==> config.mk <==
export PLATFORM = sky130hd
export DESIGN_NAME = mem_port_arbiter
export DESIGN_NICKNAME = d
export VERILOG_FILES = /design/src/rtl/mem_port_arbiter_pkg.sv /design/src/rtl/mem_wait_timer.sv /design/src/rtl/mem_port_arbiter.sv
export SDC_FILE = /design/constraint.sdc
export NUM_CORES = 1
export LEC_CHECK = 0
export BUFFER_PORTS_ARGS = -buffer_cell sky130_fd_sc_hd__buf_4
export CAP_MARGIN = 0
export CORE_UTILIZATION = 43
export CTS_BUF_LIST = sky130_fd_sc_hd__clkbuf_4 sky130_fd_sc_hd__clkbuf_8
export CTS_CLUSTER_SIZE = 8
export DETAILED_ROUTE_END_ITERATION = 10
export PLACE_DENSITY = 0.89
export SYNTH_ARGS = -nofsm -noshare
export SYNTH_HDL_FRONTEND = slang
export SYNTH_SLANG_ARGS = --single-unit
==> constraint.sdc <==
create_clock -name clk -period 1.5 [get_ports clk]
set_input_delay 0.3 -clock clk [delete_from_list [all_inputs] [get_ports clk]]
set_output_delay 0.3 -clock clk [all_outputs]
set_load 0.01 [all_outputs]
==> src/rtl/mem_port_arbiter_pkg.sv <==
// Shared types for the IF/MEM memory port arbiter: FSM encoding, access sizes, owner ids.
package mem_port_arbiter_pkg;

  typedef enum logic [1:0] {
    IDLE   = 2'd0,
    BUSY_D = 2'd1,
    BUSY_I = 2'd2,
    DONE   = 2'd3
  } state_e;

  localparam logic [1:0] SZ_WORD = 2'b11;
  localparam logic [1:0] SZ_HALF = 2'b01;
  localparam logic [1:0] SZ_BYTE = 2'b00;

  localparam logic OWN_D = 1'b0;
  localparam logic OWN_I = 1'b1;

endpackage

==> src/rtl/mem_wait_timer.sv <==
// Saturating wait-state counter; expired_o flags the last cycle allowed before abort.
module mem_wait_timer #(
  parameter int unsigned TIMEOUT = 255,
  parameter int unsigned CW      = 8
) (
  input  logic clk,
  input  logic rst,
  input  logic clr_i,
  input  logic en_i,
  output logic expired_o
);

  // Counter holds the number of BUSY cycles already elapsed, so the TIMEOUT-th
  // cycle is the one where it reads TIMEOUT-1.
  localparam logic [CW-1:0] LIMIT   = CW'(TIMEOUT - 1);
  localparam logic [CW-1:0] CNT_MAX = '1;

  logic [CW-1:0] cnt_q;
  logic [CW-1:0] cnt_d;

  always_comb begin
    cnt_d = cnt_q;
    if (clr_i) begin
      cnt_d = '0;
    end else if (en_i && (cnt_q != CNT_MAX)) begin
      cnt_d = cnt_q + 1'b1;
    end
  end

  always_ff @(posedge clk) begin
    if (rst) begin
      cnt_q <= '0;
    end else begin
      cnt_q <= cnt_d;
    end
  end

  assign expired_o = (cnt_q >= LIMIT);

endmodule

==> src/rtl/mem_port_arbiter.sv <==
// Arbitrates one memory bus between fetch (word reads) and MEM (loads/stores), data first.
// Each access: grant, BUSY until mAck or timeout, one DONE cycle that pulses the owner's valid.
module mem_port_arbiter
  import mem_port_arbiter_pkg::*;
#(
  parameter int unsigned TIMEOUT = 255,
  parameter int unsigned CW      = 8
) (
  input  logic        clk,
  input  logic        rst,
  input  logic        iReq,
  input  logic [31:0] iAddr,
  input  logic        iFlush,
  output logic [31:0] iRdata,
  output logic        iValid,
  output logic        iStall,
  input  logic        dReq,
  input  logic        dWr,
  input  logic [31:0] dAddr,
  input  logic [31:0] dWdata,
  input  logic [1:0]  dSize,
  output logic [31:0] dRdata,
  output logic        dValid,
  output logic        dStall,
  output logic        mReq,
  output logic        mWr,
  output logic [31:0] mAddr,
  output logic [31:0] mWdata,
  output logic [1:0]  mSize,
  input  logic        mAck,
  input  logic [31:0] mRdata,
  output logic        busErr
);

  state_e      state_q;
  logic        owner_q;
  logic        squash_q;
  logic        mreq_q;
  logic        mwr_q;
  logic [31:0] maddr_q;
  logic [31:0] mwdata_q;
  logic [1:0]  msize_q;
  logic [31:0] irdata_q;
  logic [31:0] drdata_q;
  logic        ivalid_q;
  logic        dvalid_q;
  logic        buserr_q;
  logic        busy;
  logic        expired;

  assign busy = (state_q == BUSY_D) || (state_q == BUSY_I);

  mem_wait_timer #(
    .TIMEOUT(TIMEOUT),
    .CW     (CW)
  ) u_wait_timer (
    .clk      (clk),
    .rst      (rst),
    .clr_i    (~busy),
    .en_i     (busy),
    .expired_o(expired)
  );

  always_ff @(posedge clk) begin
    if (rst) begin
      state_q  <= IDLE;
      owner_q  <= OWN_D;
      squash_q <= 1'b0;
      mreq_q   <= 1'b0;
      mwr_q    <= 1'b0;
      maddr_q  <= '0;
      mwdata_q <= '0;
      msize_q  <= '0;
      irdata_q <= '0;
      drdata_q <= '0;
      ivalid_q <= 1'b0;
      dvalid_q <= 1'b0;
      buserr_q <= 1'b0;
    end else begin
      ivalid_q <= 1'b0;
      dvalid_q <= 1'b0;
      case (state_q)
        IDLE: begin
          if (dReq) begin
            state_q  <= BUSY_D;
            owner_q  <= OWN_D;
            mreq_q   <= 1'b1;
            mwr_q    <= dWr;
            maddr_q  <= dAddr;
            mwdata_q <= dWdata;
            msize_q  <= dSize;
          end else if (iReq && !iFlush) begin
            state_q  <= BUSY_I;
            owner_q  <= OWN_I;
            mreq_q   <= 1'b1;
            mwr_q    <= 1'b0;
            maddr_q  <= iAddr;
            mwdata_q <= '0;
            msize_q  <= SZ_WORD;
          end
        end
        BUSY_D, BUSY_I: begin
          if ((state_q == BUSY_I) && iFlush) begin
            squash_q <= 1'b1;
          end
          // An ack arriving on the timeout cycle still completes normally.
          if (mAck || expired) begin
            state_q <= DONE;
            mreq_q  <= 1'b0;
            if (!mAck) begin
              buserr_q <= 1'b1;
            end
            if (owner_q == OWN_I) begin
              irdata_q <= mAck ? mRdata : '0;
              ivalid_q <= !(squash_q || iFlush);
            end else begin
              if (!mAck) begin
                drdata_q <= '0;
              end else if (!mwr_q) begin
                drdata_q <= mRdata;
              end
              dvalid_q <= 1'b1;
            end
          end
        end
        DONE: begin
          state_q  <= IDLE;
          squash_q <= 1'b0;
        end
        default: begin
          state_q <= IDLE;
        end
      endcase
    end
  end

  assign mReq   = mreq_q;
  assign mWr    = mwr_q;
  assign mAddr  = maddr_q;
  assign mWdata = mwdata_q;
  assign mSize  = msize_q;
  assign iRdata = irdata_q;
  assign dRdata = drdata_q;
  assign iValid = ivalid_q;
  assign dValid = dvalid_q;
  assign busErr = buserr_q;

  assign dStall = dReq & ~dvalid_q;
  assign iStall = iReq & ~ivalid_q & ~iFlush;

endmodule

==> reports/metrics.cfg, run 1 <==
[final_layout]
final_nets=1077
drive_above_1_share_pct=43.9
final_cells=1118
syn2layout_area_growth_pct=55.7
num_antenna_cells=0

[clocking]
cts-htree-levels=4
insertion_delay_ps=440
cts_buffers=17
clockBufferDepth=2
clkTransAtPathRegs_ps=80
cts_root_buf=clkbuf_8
cts_hold_buf=0
cts.sinks=147
tritoncts=yes

[route]
first_pass_iters=5
avgViaCountPerCell=5.48
routed_wl_um=20100
wl_per_cell_um=18.0
top_layer=met4
antenna_left=0
wl_met3_um=1730
route.met2.wl_um=10100
wl_met1_um=7380
vias=6122
drt_iter0_markers=614
drc=0

[die]
die_area_sq_mm=0.0139
rows=41
start_util_pct=44.9
die_w_um=118
core_area_sq_mm=0.0128
io_pins=274
chipHeight_um=118

[critical_path]
max_stage_delay_ps=350
critPathLaunch=u_wait_timer.cnt_q[0]$_SDFFE_PP0P_
crit_fanout=8
crit_path_start_kind=flip-flop
worst-endpoint-required_ps=1860
crit_arrival_ps=2050
critPathTopFamily=compound AO/OA/AOI/OAI gates
crit_buf_inv=3
crit_path_top_delay_cell=dfxtp_2
critPathKind=reg2reg
r2r_start=u_wait_timer.cnt_q[0]$_SDFFE_PP0P_
end_kind=flip-flop
crit_chain=inv_2 > ha_4 > o2111a_2 > a21oi_4 > buf_12 > buf_6 > o21ai_1 > a21oi_1

[timing]
hold_viol=0
period_share_pct=112
fin_crit_ps=1690
holdWs_ps=97.4
fin_ws_ps=-187
rsz0062_at_grt=true
slew_viol_final=0
tightest_slew_ps=528
setup_viol=70
max_freq_mhz=593
finalSetupTns_ps=-5900
slew_headroom_pct=64.8
fin_worst_skew_ps=8.54

[pwr]
leakage_nw=3.90
ir_drop_uv=825
p_total_mw=13.6
p_per_area_mw_per_mm2=1520

[logic_synthesis]
yosys_warnings=0
synth_edf_count=0
ys_types=40
syn_area_per_cell_sq_um=8.86
ys_seq_area_share_pct=51.1
ys.flop_type=dfxtp_1
syn_inst=650
async_flop_share_pct=0
synth-seq-cells=147
syn_area_sq_mm=0.00576
synthesis.nets=793

[global_routing]
grt.overflow.total=0
grt_util_all_layers_pct=26.1
grt_pass1_wl_um=28600
antenna_found_initial=0
grt_pass1_vias=5598
grt_max_degree=72

[place]
place.gp.congestion=0.863
dp_slack_ps=-99.4
dp_cells=1077
port_buffers=273
dp_hpwl_um=13300

[hold_path]
hold_path.class=in2reg
min_from=dWr

[status]
violations=negative setup slack
status=finished, violations left

[flow_run]
drv_cap=0

==> what timing repair did <==
item                       in CTS  in global routing
setup endpoints to repair      69                 76
pin swaps                       0                 42
resized for setup              29                 61
gates cloned                    0                  8
setup buffers                   0                  3
==> final cells by class <==
cell class / instances / area (sq um)
clock buffer: 21 / 277
tap: 172 / 215
timing repair buffer: 320 / 2680
multi-input combinational: 439 / 2730
sequential: 147 / 2950
inverter: 9 / 36.3
fill: 969 / 3850
clock inverter: 10 / 85.1
==> metal layers <==
metal,vias to the layer above,track usage (%)
met5,-,0
met4,0,13.5
met3,69,7.32
met2,365,45.7
met1,2836,28.6
li1,2852,-
==> tightest hold or removal path, cell delays in order <==
cell and delay, ps:
buf_4 80, a22oi_1 50, nor2_1 70
==> layout by cell type, fill, tap and decap left out, types with 3 or more instances in the layout <==
| cell type | Yosys | final |
|---|---|---|
| a211oi_1 | 35 | 35 |
| a21oi_1 | 72 | 64 |
| a21oi_2 | 0 | 8 |
| a22oi_1 | 33 | 33 |
| a31oi_1 | 3 | 3 |
| buf_12 | 0 | 13 |
| buf_4 | 4 | 297 |
| buf_6 | 6 | 3 |
| clkbuf_16 | 0 | 5 |
| clkbuf_8 | 0 | 19 |
| clkinv_2 | 0 | 6 |
| dfxtp_1 | 147 | 144 |
| dfxtp_2 | 0 | 3 |
| ha_1 | 6 | 4 |
| inv_1 | 9 | 5 |
| inv_2 | 0 | 3 |
| mux2i_1 | 33 | 33 |
| nand2_1 | 70 | 70 |
| nand3_1 | 4 | 3 |
| nor2_1 | 78 | 76 |
| nor3_1 | 6 | 5 |
| o21ai_0 | 32 | 4 |
| o21ai_1 | 38 | 39 |
| o21ai_2 | 1 | 28 |
==> final timing paths <==
kind / slack (ps) / cells past startpoint / endpoint
worst max-delay path: -190 / 8 / iRdata[25]$_SDFFE_PP0P_
worst min-delay path: 100 / 3 / mWr$_SDFFE_PP0P_
worst max register to register: -190 / 8 / iRdata[25]$_SDFFE_PP0P_
worst min register to register: 450 / 1 / iValid$_SDFF_PP0_
==> sequential cells by signal, indices dropped and copies added, names as in the netlist <==
name / count
mWdata: 32
mAddr: 32
iValid: 1
mReq: 1
busErr: 1
u_wait_timer.cnt_q: 8
owner_q: 1
mSize: 2
iRdata: 32
squash_q: 1
state_q: 2
mWr: 1
dRdata: 32
dValid: 1
==> metrics by stage <==
step,utilization (%),area (sq um)
floorplan,-,5830
global placement,63.8,8190
detailed placement,63.8,8190
CTS,66.7,8550
global route,69.9,8970
finish,69.9,8970
==> logic make-up after synthesis <==
family                   Yosys count  share of synthesized area [%]
adder cells (fa/ha/maj)            6                           1.30
buffers and inverters             64                           5.58
AO/OA/AOI/OAI                    224                           23.5
AND/OR/NAND/NOR                  175                           12.7
flip-flops                       147                           51.1
XOR/XNOR                           1                          0.152
multiplexers                      33                           5.73
==> cell usage after synthesis, drive strengths merged, types with 2 or more instances <==
library cell / number / area share, %
nor3: 6 / 0.52
nor2: 78 / 5.1
nand4: 2 / 0.22
a22oi: 33 / 4.3
nand3: 4 / 0.35
a31oi: 3 / 0.33
nand2: 70 / 4.6
dfxtp: 147 / 51
clkbuf: 30 / 2.0
ha: 6 / 1.3
inv: 9 / 0.59
a221oi: 2 / 0.30
a211oi: 35 / 4.6
buf: 25 / 3.0
nor3b: 2 / 0.46
a21oi: 74 / 6.8
nor4: 2 / 0.22
and3: 4 / 0.43
nor2b: 4 / 0.48
mux2i: 33 / 5.7
o21ai: 71 / 6.2
==> report_power, final <==
group,switching [mW],internal (mW)
registers,0.414,4.60
clock network,1.45,1.41
logic,3.02,2.72
Note: power is estimated with default switching activity, not from simulation.
==> inputs of run 2 (changes only) <==
- BUFFER_PORTS_ARGS: -buffer_cell sky130_fd_sc_hd__buf_4 -> -buffer_cell sky130_fd_sc_hd__buf_2
==> reports/metrics.cfg, run 2 (synthesis gave the netlist of run 1 again) <==
[final_layout]
final_cell_mix=272 x buf_2, 143 x dfxtp_1, 77 x nor2_1, 54 x a21oi_1, 53 x nand2_1  ; was 297 x buf_4, 144 x dfxtp_1, 76 x nor2_1, 70 x nand2_1, 64 x a21oi_1
final_cells=1126  ; was 1118
fill_cells=1004  ; was 969
syn2layout_area_growth_pct=46.6  ; was 55.7%
final_nets=1083  ; was 1077
final_common_cell=buf_2  ; was buf_4
drive_above_1_share_pct=44.8  ; was 43.9%

[pwr]
sw_frac_of_total_pct=35.5  ; was 35.8%
p_seq_share_pct=36.8  ; about the same
p_per_area_mw_per_mm2=1600  ; was 1520 mW/mm^2
leakage_nw=3.86  ; was 3.90 nW
p_int_mw=8.73  ; was 8.74 mW
switchingPower_mw=4.80  ; was 4.88 mW
ir_drop_uv=1070  ; was 825 uV
p_total_mw=13.5  ; was 13.6 mW
clkPwrFrac_pct=23.5  ; was 21.0%
combPwrFrac_pct=39.7  ; was 42.2%

[clocking]
cts_root_buf=clkbuf_8  ; unchanged
clockBufferDepth=2  ; unchanged
tritoncts=yes  ; unchanged
cts_hold_buf=0  ; unchanged
cts-htree-levels=4  ; unchanged
cts_buffers=17  ; unchanged
insertion_delay_ps=440  ; about the same
cts.sinks=147  ; unchanged
clkTransAtPathRegs_ps=80  ; about the same

[critical_path]
crit_fanout=8  ; unchanged
crit_arrival_ps=2070  ; was 2050 ps
worst-endpoint-required_ps=1870  ; was 1860 ps
end_kind=flip-flop  ; unchanged
crit_path_start_kind=flip-flop  ; unchanged
critPathKind=reg2reg  ; unchanged
ff2ff_setup_slack_ps=-200  ; was -190 ps

[timing]
slew_viol_final=0  ; unchanged
fin_ws_ps=-205  ; was -187 ps
rsz0062_at_grt=true  ; unchanged
setup_viol=68  ; was 70
slew_headroom_pct=51.7  ; was 64.8%
fin_worst_skew_ps=11.5  ; was 8.54 ps
fin_crit_ps=1700  ; was 1690 ps
period_share_pct=114  ; was 112%
max_freq_mhz=587  ; was 593 MHz
hold_viol=0  ; unchanged
tightest_slew_ps=724  ; was 528 ps

[route]
drt_iter0_markers=693  ; was 614
routed_wl_um=19000  ; was 20100 um
avgViaCountPerCell=5.40  ; was 5.48
antenna_left=0  ; unchanged
wl_per_cell_um=16.9  ; was 18.0 um
first_pass_iters=6  ; was 5
drc=0  ; unchanged
vias=6076  ; was 6122

[global_routing]
grt_pass1_vias=5484  ; was 5598
grt.overflow.total=0  ; unchanged
grt_util_all_layers_pct=25.6  ; was 26.1%
antenna_found_initial=1  ; was 0
grt_pass1_wl_um=27800  ; was 28600 um
grt_max_degree=63  ; was 72

[die]
chipHeight_um=118  ; unchanged
die_area_sq_mm=0.0139  ; unchanged
start_util_pct=44.9  ; unchanged
core_area_sq_mm=0.0128  ; unchanged
rows=41  ; unchanged
die_w_um=118  ; unchanged
io_pins=274  ; unchanged

[place]
port_buffers=273  ; unchanged
dp_hpwl_um=13000  ; was 13300 um
dp_cells=1076  ; was 1077
dp_slack_ps=-130  ; was -99.4 ps
place.gp.congestion=0.910  ; was 0.863

[status]
status=finished, violations left  ; unchanged
violations=negative setup slack  ; unchanged

[flow_run]
drv_cap=0  ; unchanged

[hold_path]
hold_path.class=in2reg  ; unchanged

[run 2: path summary, 6_finish.rpt]
path,depth (start not counted),from,endpoint
max reg2reg,8,state_q[1]$_SDFFE_PP0P_,iRdata[22]$_SDFFE_PP0P_
min,3,dWdata[23],mWdata[23]$_SDFFE_PP0P_
min reg2reg,1,squash_q$_SDFFE_PP0P_,iValid$_SDFF_PP0_
max,8,state_q[1]$_SDFFE_PP0P_,iRdata[22]$_SDFFE_PP0P_
[run 2: layout make-up]
type	count	area (sq um)	area share (%)
clock buffers	20	256	3.04
well taps	172	215	2.55
diodes	1	2.50	0.0296
repair buffers	326	2090	24.8
multi-input cells	439	2740	32.5
inverters	9	33.8	0.400
flip-flops and latches	147	2950	34.9
clock inverters	12	155	1.84
[run 2: worst max-delay path, cell delays in order, from the launching register on]
cell and delay [ps]:
dfxtp_2 340, inv_2 50, ha_4 270, buf_6 110, nor2b_4 160, and3_4 290, clkbuf_16 190, nand2_1 70
a21oi_1 150
[run 2: stage by stage]
step / hold WS, ps / TNS, ps / utilization [%] / instance area [sq um]
2_1_floorplan: 378 / 0 / - / 5830
3_3_place_gp: 454 / -1040 / 58.4 / 7490
3_5_place_dp: 460 / -5800 / 58.4 / 7490
4_1_cts: 52.7 / -7050 / 63.7 / 8170
5_1_grt: 65.5 / -11220 / 65.8 / 8440
6_report: 90.8 / -7590 / 65.8 / 8440
[run 2: metal layers]
metal | wire length (um) | part of all wire (%) | up-vias | GRT usage, %
li1 | - | - | 2875 | -
met1 | 7080 | 37 | 2771 | 28.4
met2 | 9740 | 51 | 374 | 45.9
met3 | 1540 | 8.1 | 56 | 6.69
met4 | 664 | 3.5 | 0 | 11.2
met5 | 0 | 0 | - | 0
[run 2: what timing repair did]
action                     in CTS  in global routing
setup buffers                   8                  4
cloned                          3                  5
setup endpoints to repair      71                 71
pin swaps                      10                 19
gates resized for setup        32                 52
[run 2: power groups by stage]
stage	Sequential [mW]	Clock, mW	Combinational (mW)
after floorplan	5.32	0	2.45
after detailed placement	5.05	0	4.54
after CTS	4.97	3.26	5.09
final	4.99	3.18	5.37
after global placement	5.01	0	4.45
after global routing	5.05	3.44	5.77
